[config.mk]
export PLATFORM = sky130hd
export DESIGN_NAME = link_arbiter
export DESIGN_NICKNAME = d
export VERILOG_FILES = /design/src/rtl/link_arbiter_pkg.sv /design/src/rtl/rr_pick.sv /design/src/rtl/link_arbiter.sv
export SDC_FILE = /design/constraint.sdc
export NUM_CORES = 1
export LEC_CHECK = 0
export ABC_AREA = 1
export CORE_MARGIN = 3
export CORE_UTILIZATION = 30
export CTS_BUF_LIST = sky130_fd_sc_hd__clkbuf_4 sky130_fd_sc_hd__clkbuf_8
export CTS_CLUSTER_DIAMETER = 30
export DETAILED_ROUTE_END_ITERATION = 7
export PLACE_DENSITY = 0.58
export SETUP_SLACK_MARGIN = 0.3
export SKIP_LAST_GASP = 1
export SYNTH_ARGS = -nofsm -noshare
export SYNTH_HDL_FRONTEND = slang
export SYNTH_SLANG_ARGS = --single-unit
export TNS_END_PERCENT = 30
[constraint.sdc]
create_clock -name clk -period 3.05 [get_ports clk]
set_clock_uncertainty 0.1 [all_clocks]
set_input_delay 0.305 -clock clk [delete_from_list [all_inputs] [get_ports clk]]
set_output_delay 0.305 -clock clk [all_outputs]
set_load 0.1 [all_outputs]
[src/rtl/link_arbiter_pkg.sv]
// Shared definitions for the req/ack link arbiter: handshake state encoding
// and counter widths used by the arbiter and its helpers.
package link_arbiter_pkg;

    typedef enum logic [1:0] {
        IDLE   = 2'd0,
        REQ_HI = 2'd1,
        ACK_HI = 2'd2,
        REQ_LO = 2'd3
    } link_state_t;

    localparam int XFER_CNT_W = 16;
    localparam int WDOG_W     = 16;

endpackage

[src/rtl/rr_pick.sv]
// Combinational round-robin picker: finds the first set request strictly
// after ptr (wrapping), by rotating, priority-encoding and un-rotating.
module rr_pick #(
    parameter int N_MASTERS = 4,
    parameter int PTR_W     = 2
) (
    input  logic [N_MASTERS-1:0] req,
    input  logic [PTR_W-1:0]     ptr,
    output logic                 valid,
    output logic [PTR_W-1:0]     idx
);

    logic [2*N_MASTERS-1:0] dbl;
    logic [N_MASTERS-1:0]   rot;
    logic                   found;
    int                     start;
    int                     pos;

    always_comb begin
        valid = |req;
        idx   = '0;
        found = 1'b0;
        pos   = 0;
        start = int'(ptr) + 1;
        if (start >= N_MASTERS) start = start - N_MASTERS;
        dbl = {req, req};
        rot = dbl[start +: N_MASTERS];
        for (int j = 0; j < N_MASTERS; j++) begin
            if (!found && rot[j]) begin
                found = 1'b1;
                pos   = start + j;
                if (pos >= N_MASTERS) pos = pos - N_MASTERS;
                idx   = PTR_W'(pos);
            end
        end
    end

endmodule

[src/rtl/link_arbiter.sv]
// Shares one 4-phase req/ack slave link among N master links: round-robin
// grant per complete handshake, watchdog on a silent slave, transfer count.
module link_arbiter
    import link_arbiter_pkg::*;
#(
    parameter int N_MASTERS = 4,
    parameter int DATA_W    = 8,
    parameter int TIMEOUT   = 255
) (
    input  logic                          clk,
    input  logic                          rst,
    input  logic [N_MASTERS-1:0]          m_req,
    input  logic [N_MASTERS*DATA_W-1:0]   m_data,
    output logic [N_MASTERS-1:0]          m_ack,
    output logic                          s_req,
    output logic [DATA_W-1:0]             s_data,
    input  logic                          s_ack,
    output logic [N_MASTERS-1:0]          grant,
    output logic                          busy,
    output logic                          err,
    output logic [XFER_CNT_W-1:0]         xfer_cnt
);

    localparam int PW = (N_MASTERS > 1) ? $clog2(N_MASTERS) : 1;
    localparam logic [WDOG_W-1:0] WDOG_LAST = WDOG_W'(TIMEOUT - 1);

    link_state_t         state;
    logic [PW-1:0]       sel;
    logic [PW-1:0]       ptr;
    logic [WDOG_W-1:0]   wdog;
    logic                acked;
    logic                pick_vld;
    logic [PW-1:0]       pick_idx;
    logic                wdog_hit;

    function automatic logic [N_MASTERS-1:0] onehot(input logic [PW-1:0] i);
        onehot    = '0;
        onehot[i] = 1'b1;
    endfunction

    rr_pick #(
        .N_MASTERS (N_MASTERS),
        .PTR_W     (PW)
    ) u_pick (
        .req   (m_req),
        .ptr   (ptr),
        .valid (pick_vld),
        .idx   (pick_idx)
    );

    // wdog holds the number of completed cycles already spent in the state,
    // so the TIMEOUT-th cycle is the one that trips the error.
    assign wdog_hit = (wdog == WDOG_LAST);

    always_ff @(posedge clk or negedge rst) begin
        if (!rst) begin
            state    <= IDLE;
            grant    <= '0;
            sel      <= '0;
            ptr      <= PW'(N_MASTERS - 1);
            err      <= 1'b0;
            xfer_cnt <= '0;
            wdog     <= '0;
            acked    <= 1'b0;
        end else begin
            case (state)
                IDLE: begin
                    wdog  <= '0;
                    acked <= 1'b0;
                    if (pick_vld) begin
                        sel   <= pick_idx;
                        grant <= onehot(pick_idx);
                        state <= REQ_HI;
                    end
                end
                REQ_HI: begin
                    if (s_ack) begin
                        state <= ACK_HI;
                        acked <= 1'b1;
                        wdog  <= '0;
                    end else if (!m_req[sel]) begin
                        state <= REQ_LO;
                        wdog  <= '0;
                    end else if (wdog_hit) begin
                        err   <= 1'b1;
                        state <= REQ_LO;
                        wdog  <= '0;
                    end else begin
                        wdog  <= wdog + 1'b1;
                    end
                end
                ACK_HI: begin
                    wdog <= '0;
                    if (!m_req[sel]) state <= REQ_LO;
                end
                REQ_LO: begin
                    if (!s_ack) begin
                        state <= IDLE;
                        grant <= '0;
                        ptr   <= sel;
                        wdog  <= '0;
                        if (acked) xfer_cnt <= xfer_cnt + 1'b1;
                    end else if (wdog_hit) begin
                        err   <= 1'b1;
                        state <= IDLE;
                        grant <= '0;
                        ptr   <= sel;
                        wdog  <= '0;
                    end else begin
                        wdog  <= wdog + 1'b1;
                    end
                end
                default: state <= IDLE;
            endcase
        end
    end

    // s_req tracks the granted master's req through ACK_HI so its fall is
    // passed to the slave in the same cycle the master drops it.
    assign busy  = (state != IDLE);
    assign s_req = m_req[sel] & ((state == REQ_HI) | (state == ACK_HI));
    assign m_ack = (s_ack && (state != IDLE)) ? grant : '0;

    always_comb begin
        s_data = '0;
        if (|grant) s_data = m_data[int'(sel)*DATA_W +: DATA_W];
    end

endmodule

# Word-level counts from Yosys, hierarchy flattened
# Index checks and enable logic that the tools add are counted.
dict set report op_classes {
  add_sub_neg 11
  magnitude_cmp 8
  eq_ne 13
  n_shift 2
  mux 44
  bitwise 3
  n_reduce_logical 23
}
# operator n
set op_table {}
lappend op_table {{>= comparator 32 x 4 -> 1 bit, second input constant} 5}
lappend op_table {{adder 32 x 3 -> 32 bit, second input constant} 2}
lappend op_table {{2-to-1 mux 16 bit} 4}
lappend op_table {{one-hot mux 16 bit (3 select lines)} 1}
lappend op_table {{2-to-1 mux 2 bit} 17}
lappend op_table {{adder 16 x 1 -> 16 bit, second input constant} 2}
lappend op_table {{adder 32 x 2 -> 32 bit, second input constant} 1}
lappend op_table {{2-to-1 mux 32 bit} 1}
lappend op_table {{variable part select 32 x 6 -> 8 bit} 1}
lappend op_table {{variable part select 8 x 32 -> 4 bit} 1}
lappend op_table {{subtractor 32 x 4 -> 32 bit, second input constant} 1}
lappend op_table {{equality test 16 x 8 -> 1 bit, second input constant} 1}
lappend op_table {{2-to-1 mux 4 bit} 4}
lappend op_table {{inequality test 2 bit, second input constant} 6}
lappend op_table {{2-to-1 mux 1 bit} 10}
lappend op_table {{2-to-1 mux 8 bit} 1}
lappend op_table {{one-hot mux 2 bit (4 select lines)} 1}
lappend op_table {{one-hot mux 4 bit (2 select lines)} 1}
lappend op_table {{AND reduction 4 bit} 2}
lappend op_table {{nonzero test 2 bit} 4}
lappend op_table {{OR reduction 4 bit} 2}
lappend op_table {{subtractor 2 x 1 -> 2 bit, second input constant} 4}
lappend op_table {{< comparator 2 x 3 -> 1 bit, second input constant} 2}
lappend op_table {{AND reduction 2 bit} 3}
lappend op_table {{18 further kinds} 27}
dict set report word_totals {
  ff_bits 44
  inputBits 39
  out_inout_bits 35
  wordCells 112
}

# Depth between registers and ports, before layout
dict set report depth {
  word_depth 20
  depth_mapped 13
  ltp_nobuf 13
}

# By module
# A second synthesis with hierarchy kept.
dict set report hier_totals {
  hier_cells 385
  area_unflattened_um2 2884.0
}
# mod instances cells_each area_per_inst_um2 seq_area_each_um2
set by_module_without_submodules {}
lappend by_module_without_submodules {link_arbiter 1 329 2598.7 1103.6}
lappend by_module_without_submodules {rr_pick 1 56 285.3 0.0}

# Worst setup path before layout
# No wires, ideal clock.
dict set report synth_timing {
  path_kind {reg2out}
  start {register state[0]}
  end {output m_ack[0]}
  t_arrival_ns 2.833
  required_ns 2.645
  slack_ns -0.188
  path_stages_with_launch 6
  cell_sequence {dfrtp_1 inv_1 ha_1 inv_1 nand2_1 nor2_1}
}
dict set report synth_via {
  elab_chain_len 3
}
# item line_no
set synth_rtl {}
lappend synth_rtl {{start: declaration} link_arbiter.sv:27} ;# link_state_t state;
lappend synth_rtl {{start signal: assignment} link_arbiter.sv:57} ;# state <= IDLE;
lappend synth_rtl {{start signal: assignment} link_arbiter.sv:73} ;# state <= REQ_HI;
lappend synth_rtl {{start signal: assignment} link_arbiter.sv:78} ;# state <= ACK_HI;
lappend synth_rtl {{nonzero test 2 bit} -}
lappend synth_rtl {{net busy} link_arbiter.sv:19} ;# output logic busy,
lappend synth_rtl {{logical AND 1 bit} link_arbiter.sv:122} ;# assign m_ack = (s_ack && (state != IDLE)) ? grant : '0;
lappend synth_rtl {{2-to-1 mux 4 bit} link_arbiter.sv:122}
lappend synth_rtl {{end: declaration} link_arbiter.sv:14} ;# output logic [N_MASTERS-1:0] m_ack,
# The timed path passes the listed nets, and every way through them passes these cells.

# Final worst setup path
dict set report layout_timing {
  start {register state[0]}
  end {output m_ack[1]}
}
dict set report layout_via {
  elab_chain_len 3
}
# item line_no
set layout_rtl {}
lappend layout_rtl {{nonzero test 2 bit} link_arbiter.sv:122}
lappend layout_rtl {{logical AND 1 bit} link_arbiter.sv:122}
lappend layout_rtl {{2-to-1 mux 4 bit} link_arbiter.sv:122}
# No other way between the ends.

==> impl_metrics.tcl <==
set metrics [dict create \
    worst_path_max_delay_cell "sky130_fd_sc_hd__dfrtp_1" \
    mappedNetlistNets 436 \
    synthToLayoutAreaGrowth_pct 30.5 \
    rsz_0062_raised_after_global_routing "false" \
    final_hold_vios 0 \
    postSynthRegisterBits 44 \
    timing.critical_path.max_delay_family "buffers and inverters" \
    number_of_synthesized_flops_with_an_enable_pin 0 \
    outcome "finished clean" \
    vias_in_the_first_global_route 2592 \
    cts.sink_count 44 \
    power_per_cell_area_nw_per_um2 980 \
    cp_data_arrival_time_ps 1900 \
    clk_transition_reported_paths_ps 80 \
    timing.fmax_ghz 0.434 \
    design.core.area_um2 9370 \
    timing.critical_path.buf_inv 3 \
    synthTopCellsByArea "sky130_fd_sc_hd__dfrtp_1 36%, sky130_fd_sc_hd__nand2_1 8.3%, sky130_fd_sc_hd__nor2_1 7.3%" \
    yosys.area.top_type "sky130_fd_sc_hd__dfrtp_1" \
    leading_post_synthesis_cells_by_instance_count "65 x sky130_fd_sc_hd__nand2_1, 57 x sky130_fd_sc_hd__nor2_1, 46 x sky130_fd_sc_hd__inv_1" \
    detail_route.vias_per_cell 4.43 \
    drtIter0Drc 74 \
    insertedDiodeCount 0 \
    netlist_instances 388 \
    vias 2620 \
    post-route-min-period_ps 2310 \
    fin_total_pwr_uw 3760 \
    tritoncts "built" \
    share_of_synthesized_area_occupied_by_flip_flops_and_latches 0.376 \
    worstSetupEndpointType "primary output" \
    yosysWarnings 0 \
    dp_hpwl_um 5360 \
    worstMarginPinSlew_ps 986 \
    synth-main-ff-cell "sky130_fd_sc_hd__dfrtp_1" \
    cts_root_buffer "sky130_fd_sc_hd__clkbuf_8" \
    die_x_um 105 \
    drive_above_1_share 0.206 \
    cts_made_buffers 5 \
    crit_type "register to primary output" \
    cellLeakagePower_uw 0.00180 \
    num_io_pins 74 \
    synthDistinctLibCells 37 \
    hp-class "primary input to asynchronous set/reset pin" \
    die_area_um2 11000 \
    post_synthesis_cell_area_um2 2940 \
    cp_max_fanout 5 \
    cp_slowest_stage_delay_ps 430 \
    routabilityCongestion 0.834 \
    path_common_cell "sky130_fd_sc_hd__inv_1" \
    async_flop_share 1.00 \
    min_period_over_period 0.756 \
    postCtsSetupRepairBufs 0 \
    setup_tns_ps 0 \
    antenna_violating_nets_post_route 0 \
    clk-insertion-delay-late_ps 300 \
    grt_remaining_overflow 0 \
    numPortBuffers 73 \
    drc 0 \
    worstSetupStartpointType "register" \
    floorplan.die.height_um 105 \
    report.final.slew_viol_count 0 \
    ir_worst_vdd_mv 0.309 \
    setup_viol 0 \
    clk_path_buf_depth 2 \
    drtPass1Iterations 4 \
    grt_max_degree 45 \
    cap_viol_max_count 0 \
    nFillCells 991 \
    net_count_final 509 \
    critical_path.cell_chain "inv_1 > ha_1 > inv_1 > nand2_1 > nor2_4 > buf_4" \
    global_router_s_overall_resource_usage 0.129 \
    postRouteWirelength_um 6870 \
    grt_antenna_before_repair 0 \
    maxSlewHeadroom 0.342 \
    timing.hold.ws_ps 64.3 \
    htree_levels 2 \
    cts.repair.resized 0 \
    initial_core_utilization 0.313 \
    holdBufCountCts 0 \
    synth_largest_type_area_fraction 0.358 \
    ff2ff_setup_slack_ps 800 \
    syn_avg_cell_area_um2 7.57 \
    worst-endpoint-required_ps 2640 \
    routed_wire_length_per_instance_um 11.6 \
    post-synth-top-count-cell "sky130_fd_sc_hd__nand2_1" \
    rows 35 \
    grt_pass1_wl_um 12000 \
]
==> through the flow <==
stage               instance area (um2)  setup slack [ps]  instances   util
floorplan                          2960              -113        388      -
global placement                   3710               894        583  0.396
detailed placement                 3710               836        583  0.396
CTS                                3830               696        591  0.409
global route                       3830               560        591  0.409
finish                             3830               744        591  0.409
==> final timing paths <==
| check | end | depth (start not counted) | start |
|---|---|---|---|
| max | m_ack[1] | 6 | state[0] |
| max in group asynchronous | err | 1 | rst |
| min reg2reg | wdog[0] | 1 | wdog[0] |
| min | xfer_cnt[4] | 1 | rst |
| min in group clk | wdog[0] | 1 | wdog[0] |
| max reg2reg | sel[1] | 9 | ptr[0] |
==> power breakdown <==
part	internal, uW	total (uW)	leakage [uW]	switching, uW
Combinational	645	2480	0.00116	1830
Sequential	683	811	0.000577	128
Clock	268	472	0.0000614	205
Total	1600	3760	0.00180	2160
==> cell type report <==
type | count | area, um2 | area share
clock buffers | 6 | 82.6 | 0.0215
clock inverters | 2 | 38.8 | 0.0101
inverters | 51 | 191 | 0.0499
multi-input cells | 284 | 1600 | 0.418
flip-flops and latches | 44 | 1100 | 0.288
well taps | 129 | 161 | 0.0421
repair buffers | 75 | 653 | 0.170
==> cell families (layout without fill, tap and decap cells) <==
kind of cell	Yosys count	in the layout	share of synthesized area
multiplexers	1	1	0.00383
AND/OR/NAND/NOR	195	195	0.327
AO/OA/AOI/OAI	56	56	0.102
buffers and inverters	60	134	0.0852
flip-flops	44	44	0.376
adder cells (fa/ha/maj)	9	9	0.0383
XOR/XNOR	23	23	0.0686
==> sequential cells by signal, summed over array words and instances (netlist names) <==
| signal | flops |
|---|---|
| xfer_cnt | 16 |
| grant | 4 |
| acked | 1 |
| state | 2 |
| err | 1 |
| sel | 2 |
| ptr | 2 |
| wdog | 16 |
==> layout by cell type, fill, tap and decap left out, types with 8 or more instances in the layout <==
cell type,instances
sky130_fd_sc_hd__o21ai_0,29
sky130_fd_sc_hd__ha_1,9
sky130_fd_sc_hd__nor2_2,16
sky130_fd_sc_hd__xnor2_1,9
sky130_fd_sc_hd__nand2_1,65
sky130_fd_sc_hd__clkdlybuf4s50_1,37
sky130_fd_sc_hd__inv_1,46
sky130_fd_sc_hd__dfrtp_1,42
sky130_fd_sc_hd__a21oi_1,15
sky130_fd_sc_hd__nand3_1,23
sky130_fd_sc_hd__nor2_1,53
sky130_fd_sc_hd__nor2_4,8
sky130_fd_sc_hd__xor2_1,14
sky130_fd_sc_hd__buf_4,37
==> metal layers <==
metal  GRT usage  share of wire
met1       0.161           0.45
met2       0.231           0.51
met3      0.0204          0.025
met4      0.0337          0.015
met5           0              0
(Power assumes the default switching activity.)
